===== config.mk =====
export PLATFORM = sky130hd
export DESIGN_NAME = conway_serial_controller
export DESIGN_NICKNAME = d
export VERILOG_FILES = /design/src/rtl/conway_serial_controller.sv
export SDC_FILE = /design/constraint.sdc
export NUM_CORES = 1
export LEC_CHECK = 0
export ABC_AREA = 0
export CAP_MARGIN = 20
export CORE_MARGIN = 2
export CORE_UTILIZATION = 41
export CTS_CLUSTER_DIAMETER = 100
export CTS_CLUSTER_SIZE = 25
export DETAILED_ROUTE_END_ITERATION = 7
export GPL_TIMING_DRIVEN = 0
export PLACE_DENSITY_LB_ADDON = 0.25
export SYNTH_ARGS = -nofsm -noshare
export SYNTH_HDL_FRONTEND = slang
export SYNTH_SLANG_ARGS = --single-unit

===== constraint.sdc =====
create_clock -name clk -period 5.2 [get_ports clk]
set_input_delay 0.52 -clock clk [delete_from_list [all_inputs] [get_ports clk]]
set_output_delay 0.52 -clock clk [all_outputs]
set_load 0.05 [all_outputs]

===== src/rtl/conway_serial_controller.sv =====
// Host-side sequencer for the serial 8x8 Life core: turns whole-grid LOAD/RUN/READ
// commands into exact-length mode/data_in sequences on the core's serial pins.
module conway_serial_controller #(
   parameter int unsigned DATA_SIZE = 64,
   parameter int unsigned GEN_WIDTH = 16
) (
   input  logic                 clk,
   input  logic                 reset,
   input  logic                 cmd_valid,
   output logic                 cmd_ready,
   input  logic [1:0]           cmd_op,
   input  logic [DATA_SIZE-1:0] cmd_grid,
   input  logic [GEN_WIDTH-1:0] cmd_gens,
   output logic                 rsp_valid,
   input  logic                 rsp_ready,
   output logic [DATA_SIZE-1:0] rsp_grid,
   output logic                 cmd_err,
   output logic [GEN_WIDTH-1:0] gen_total,
   output logic                 busy,
   output logic [1:0]           core_mode,
   output logic                 core_data_in,
   input  logic                 core_data_out
);

   localparam int unsigned CNT_W = (DATA_SIZE > 1) ? $clog2(DATA_SIZE) : 1;

   localparam logic [1:0] OP_LOAD = 2'b00;
   localparam logic [1:0] OP_RUN  = 2'b01;
   localparam logic [1:0] OP_READ = 2'b10;

   localparam logic [1:0] MODE_LOAD = 2'b00;
   localparam logic [1:0] MODE_RUN  = 2'b01;
   localparam logic [1:0] MODE_OUT  = 2'b10;
   localparam logic [1:0] MODE_STOP = 2'b11;

   localparam logic [CNT_W-1:0]     LAST_BIT = CNT_W'(DATA_SIZE - 1);
   localparam logic [GEN_WIDTH-1:0] GEN_MAX  = {GEN_WIDTH{1'b1}};

   typedef enum logic [2:0] {
      S_IDLE,
      S_LOAD,
      S_RUN,
      S_READ,
      S_RESP
   } state_t;

   state_t               state, state_d;
   logic [CNT_W-1:0]     bit_cnt, bit_cnt_d;
   logic [GEN_WIDTH-1:0] gen_rem, gen_rem_d;
   logic [DATA_SIZE-1:0] shreg, shreg_d;

   logic                 cmd_ready_d;
   logic                 rsp_valid_d;
   logic [DATA_SIZE-1:0] rsp_grid_d;
   logic                 cmd_err_d;
   logic [GEN_WIDTH-1:0] gen_total_d;
   logic                 busy_d;
   logic [1:0]           core_mode_d;
   logic                 core_data_in_d;

   // State, counters, shift register and all registered outputs.
   always_ff @(posedge clk or posedge reset) begin
      if (reset) begin
         state        <= S_IDLE;
         bit_cnt      <= '0;
         gen_rem      <= '0;
         shreg        <= '0;
         cmd_ready    <= 1'b1;
         rsp_valid    <= 1'b0;
         rsp_grid     <= '0;
         cmd_err      <= 1'b0;
         gen_total    <= '0;
         busy         <= 1'b0;
         core_mode    <= MODE_STOP;
         core_data_in <= 1'b0;
      end else begin
         state        <= state_d;
         bit_cnt      <= bit_cnt_d;
         gen_rem      <= gen_rem_d;
         shreg        <= shreg_d;
         cmd_ready    <= cmd_ready_d;
         rsp_valid    <= rsp_valid_d;
         rsp_grid     <= rsp_grid_d;
         cmd_err      <= cmd_err_d;
         gen_total    <= gen_total_d;
         busy         <= busy_d;
         core_mode    <= core_mode_d;
         core_data_in <= core_data_in_d;
      end
   end

   // Next state and next output values; outputs are computed one cycle ahead.
   always_comb begin
      state_d        = state;
      bit_cnt_d      = bit_cnt;
      gen_rem_d      = gen_rem;
      shreg_d        = shreg;
      cmd_ready_d    = cmd_ready;
      rsp_valid_d    = rsp_valid;
      rsp_grid_d     = rsp_grid;
      cmd_err_d      = 1'b0;
      gen_total_d    = gen_total;
      busy_d         = busy;
      core_mode_d    = core_mode;
      core_data_in_d = 1'b0;

      case (state)
         S_IDLE: begin
            if (cmd_valid && cmd_ready) begin
               case (cmd_op)
                  OP_LOAD: begin
                     state_d        = S_LOAD;
                     bit_cnt_d      = '0;
                     core_data_in_d = cmd_grid[DATA_SIZE-1];
                     shreg_d        = {cmd_grid[DATA_SIZE-2:0], 1'b0};
                     core_mode_d    = MODE_LOAD;
                     cmd_ready_d    = 1'b0;
                     busy_d         = 1'b1;
                     gen_total_d    = '0;
                  end
                  OP_RUN: begin
                     // A zero-generation RUN is a no-op that never leaves IDLE.
                     if (cmd_gens != '0) begin
                        state_d     = S_RUN;
                        gen_rem_d   = cmd_gens;
                        core_mode_d = MODE_RUN;
                        cmd_ready_d = 1'b0;
                        busy_d      = 1'b1;
                     end
                  end
                  OP_READ: begin
                     state_d     = S_READ;
                     bit_cnt_d   = '0;
                     shreg_d     = '0;
                     core_mode_d = MODE_OUT;
                     cmd_ready_d = 1'b0;
                     busy_d      = 1'b1;
                  end
                  default: begin
                     cmd_err_d = 1'b1;
                  end
               endcase
            end
         end

         S_LOAD: begin
            if (bit_cnt == LAST_BIT) begin
               state_d     = S_IDLE;
               core_mode_d = MODE_STOP;
               cmd_ready_d = 1'b1;
               busy_d      = 1'b0;
            end else begin
               bit_cnt_d      = bit_cnt + CNT_W'(1);
               core_data_in_d = shreg[DATA_SIZE-1];
               shreg_d        = {shreg[DATA_SIZE-2:0], 1'b0};
            end
         end

         S_RUN: begin
            if (gen_total != GEN_MAX) begin
               gen_total_d = gen_total + GEN_WIDTH'(1);
            end
            if (gen_rem == GEN_WIDTH'(1)) begin
               state_d     = S_IDLE;
               core_mode_d = MODE_STOP;
               cmd_ready_d = 1'b1;
               busy_d      = 1'b0;
            end else begin
               gen_rem_d = gen_rem - GEN_WIDTH'(1);
            end
         end

         S_READ: begin
            // First sampled bit ends up in the MSB after DATA_SIZE shifts.
            shreg_d = {shreg[DATA_SIZE-2:0], core_data_out};
            if (bit_cnt == LAST_BIT) begin
               state_d     = S_RESP;
               rsp_grid_d  = {shreg[DATA_SIZE-2:0], core_data_out};
               rsp_valid_d = 1'b1;
               core_mode_d = MODE_STOP;
            end else begin
               bit_cnt_d = bit_cnt + CNT_W'(1);
            end
         end

         S_RESP: begin
            if (rsp_valid && rsp_ready) begin
               state_d     = S_IDLE;
               rsp_valid_d = 1'b0;
               cmd_ready_d = 1'b1;
               busy_d      = 1'b0;
            end
         end

         default: begin
            state_d     = S_IDLE;
            core_mode_d = MODE_STOP;
            cmd_ready_d = 1'b1;
            busy_d      = 1'b0;
         end
      endcase
   end

endmodule


==> run_results.csv <==
group,metric,value,unit
clock_network,cts.reportedPaths.clkPinSlew,0.07,ns
cells_and_area,final_area,11200,um^2
power_and_ir_drop,combPwrFrac,0.375,
logic_synthesis,yosysTopAreaCell,"dfrtp_1",
sta,tightest_slew,0.891,ns
drt,drt_wl_total,22600,um
placed_design,dpl-instance-area,10600,um^2
logic_synthesis,ys_types,60,
critical_path,required,5.51,ns
floorplan,die_w,147,um
placed_design,globalplace.congestion,0.860,
power_and_ir_drop,ir_drop,0.257,mV
cells_and_area,fin_nets,1122,
clock_network,cts_tree,"yes",
global_route,grt-ovfl-total,0,
drt,drc,0,
floorplan,dieArea,21700,um^2
sta,min_period,2.86,ns
critical_path,path_class,"in2reg",
worst_hold_path,min_path_type,"reg2reg",
placed_design,io_buffer_count,173,
clock_network,cts.path.max_buffers,2,
clock_network,clock_latency,0.43,ns
logic_synthesis,syn_inst,829,
logic_synthesis,syn_area,8410,um^2
power_and_ir_drop,p_int,3240,uW
logic_synthesis,synth_top_area_frac,0.515,
critical_path,end_kind,"flip-flop",
drt,wl_per_cell,17.2,um
sta,tns,0,ns
clock_network,ctsHoldBuffers,0,
clock_network,cts_buffers,17,
logic_synthesis,synth_edf_count,0,
clock_network,htreeDepth,4,
logic_synthesis,syn_nets,925,
global_route,grt_max_degree,41,
global_route,grt_pass1_wl,36900,um
power_and_ir_drop,p_sw_frac,0.409,
logic_synthesis,syn_area_per_cell,10.1,um^2
global_route,grtUsageTotal,0.211,
power_and_ir_drop,power_density,491,nW/um^2
power_and_ir_drop,p_switching,2240,uW
clock_network,cts_root_buf,"clkbuf_16",
floorplan,rows,52,
sta,fin_crit_sh,0.549,
cells_and_area,area_growth,32.7,%
critical_path,crit_fanout,10,
power_and_ir_drop,sequentialPowerShare,0.391,
global_route,grt_pass1_vias,7019,
cells_and_area,final_layout_size_suffix_gt1_frac,0.129,
sta,timing.final.hold_violations,0,
run,drv_cap,0,
logic_synthesis,yosys_warnings,0,
run_status,outcome,"completed",
sta,final-max-slew-violation-count,0,
floorplan,coreArea,20200,um^2
clock_network,cts_resized,0,
sta,setup_viol_count_final,0,
placed_design,hpwl,16000,um
floorplan,die_height,147,um
critical_path,critPathArrivalTime,3.17,ns
global_route,antenna_found_initial,0,
drt,dr_total_vias,7120,
drt,viasPerCell,5.44,
logic_synthesis,synthTopCellsByArea,"dfrtp_1 (51%), a21oi_1 (8.6%), mux2_2 (8.4%)",
logic_synthesis,synth-async-reset-ratio,1.00,
logic_synthesis,yosys_register_bits,176,
cells_and_area,antenna_cells,0,
sta,clock.fmax,350,MHz
critical_path,reg2reg_setup_slack,2.61,ns
power_and_ir_drop,p_leak,0.00461,uW
clock_network,cts_sinks,176,
drt,drt_iter0_drc,503,
power_and_ir_drop,clkPwrFrac,0.235,
drt,dr.pass1.iters,5,
sta,grt_setup_unrepaired,"no",
logic_synthesis,ys_seq_area_frac,0.524,
drt,ant_nets,0,
clock_network,post_cts_buffers,0,
critical_path,start_kind,"input pin",
floorplan,ios,174,
sta,clock_skew,0.0118,ns
sta,max_slew_margin,0.405,
logic_synthesis,synth_top_flop_cell,"dfrtp_1",
floorplan,initial_core_util,0.417,
cells_and_area,utilization,0.553,
## Yosys cell counts (3+ instances only)
| library cell | count |
|---|---|
| dfrtp_1 | 173 |
| nor3b_1 | 64 |
| buf_2 | 10 |
| o31ai_1 | 8 |
| nor3_1 | 10 |
| a22oi_1 | 4 |
| o41ai_1 | 4 |
| o21a_1 | 3 |
| xor2_1 | 4 |
| ha_1 | 9 |
| a31oi_1 | 15 |
| or3_1 | 5 |
| and4_1 | 3 |
| a22o_1 | 3 |
| o21ai_0 | 37 |
| nor4_1 | 9 |
| buf_6 | 4 |
| mux2_2 | 63 |
| clkbuf_1 | 41 |
| a21oi_1 | 145 |
| nand2_1 | 38 |
| o22ai_1 | 5 |
| dfstp_2 | 3 |
| and3_1 | 3 |
| inv_1 | 14 |
| nor2_1 | 83 |
| nand3_1 | 24 |
| or4_1 | 3 |
## cell usage in the layout (no fill, tap or decap), types with 4 or more instances in the layout
cell type,n
inv_1,13
inv_8,4
a22oi_1,4
xor2_1,4
clkbuf_1,41
nor3_1,10
nand2_1,38
nand3_1,24
a31oi_1,15
or3_1,5
buf_2,11
ha_1,9
buf_12,4
clkinvlp_4,5
nor3b_1,64
o21ai_0,37
mux2_2,63
nor4_1,9
dfrtp_1,173
clkdlybuf4s50_1,173
a21oi_1,145
o22ai_1,5
nor2_1,83
o31ai_1,8
buf_6,4
o41ai_1,4
clkbuf_16,17
## worst max-delay path: stages
cell and delay (ns):
clkdlybuf4s50_1 0.47, inv_1 0.11, ha_1 0.18, o211ai_1 0.21, or3_1 0.41, a21oi_2 0.56
buf_2 0.34, buf_2 0.27, a21oi_1 0.11
## power by group through the flow
stage          combinational (uW)  sequential, uW  clock (uW)
2_1_floorplan                1330            2220           0
3_3_place_gp                 2000            2150           0
3_5_place_dp                 2050            2160           0
4_1_cts                      2060            2140        1310
5_1_grt                      2290            2200        1380
6_report                     2060            2140        1290
## logic make-up after synthesis
group,Yosys count,synth area share
DFF,176,0.524
adders and majority gates,9,0.0134
xor gates and xnor gates,5,0.00521
and+or+nand+nor,257,0.163
muxes,65,0.0867
AOI/OAI and AO/OA,245,0.168
buffers and inverters,72,0.0396
## sequential cells by signal (all words and copies together) (netlist names)
register / cells
rsp_grid: 64
shreg: 64
gen_rem: 16
gen_total: 16
bit_cnt: 6
state: 3
core_mode: 2
busy: 1
cmd_err: 1
cmd_ready: 1
core_data_in: 1
rsp_valid: 1
## final cells by class
| type | instances | area [um^2] |
|---|---|---|
| clock inverters | 14 | 153 |
| inverters | 14 | 56.3 |
| fillers | 1815 | 9010 |
| repair buffers | 178 | 1820 |
| well taps | 270 | 338 |
| clock buffers | 18 | 439 |
| flip-flops and latches | 176 | 4410 |
| plain buffers | 58 | 280 |
| multi-input cells | 581 | 3670 |
## metal layers
metal / vias up / track usage / wire length, um
li1: 3389 / - / -
met2: 209 / 0.323 / 10600
met4: 0 / 0.0510 / 217
met5: - / 0 / 0
met3: 19 / 0.0665 / 1590
met1: 3503 / 0.294 / 10100
## worst paths after layout
kind                            depth (start not counted)           end          from
worst min-delay path                                    1  rsp_grid[33]  rsp_grid[33]
min in group asynchronous                               2   rsp_grid[7]         reset
worst min register to register                          1  rsp_grid[33]  rsp_grid[33]
worst max-delay path                                    9     shreg[15]     cmd_op[0]
max in group asynchronous                               4  rsp_grid[40]         reset
worst max register to register                          6     shreg[15]     cmd_ready
## metrics by stage
stage / instances / hold WS, ns / power, uW / worst slack (ns)
global placement: 1272 / 0.463 / 4150 / 0.851
finish: 1309 / 0.506 / 5490 / 2.34
floorplan: 829 / 0.474 / 3550 / 2.43
CTS: 1308 / 0.509 / 5510 / 2.36
global route: 1309 / 0.525 / 5870 / 2.20
detailed placement: 1276 / 0.492 / 4200 / 1.94
No activity file was read; power rests on OpenSTA's default activity.
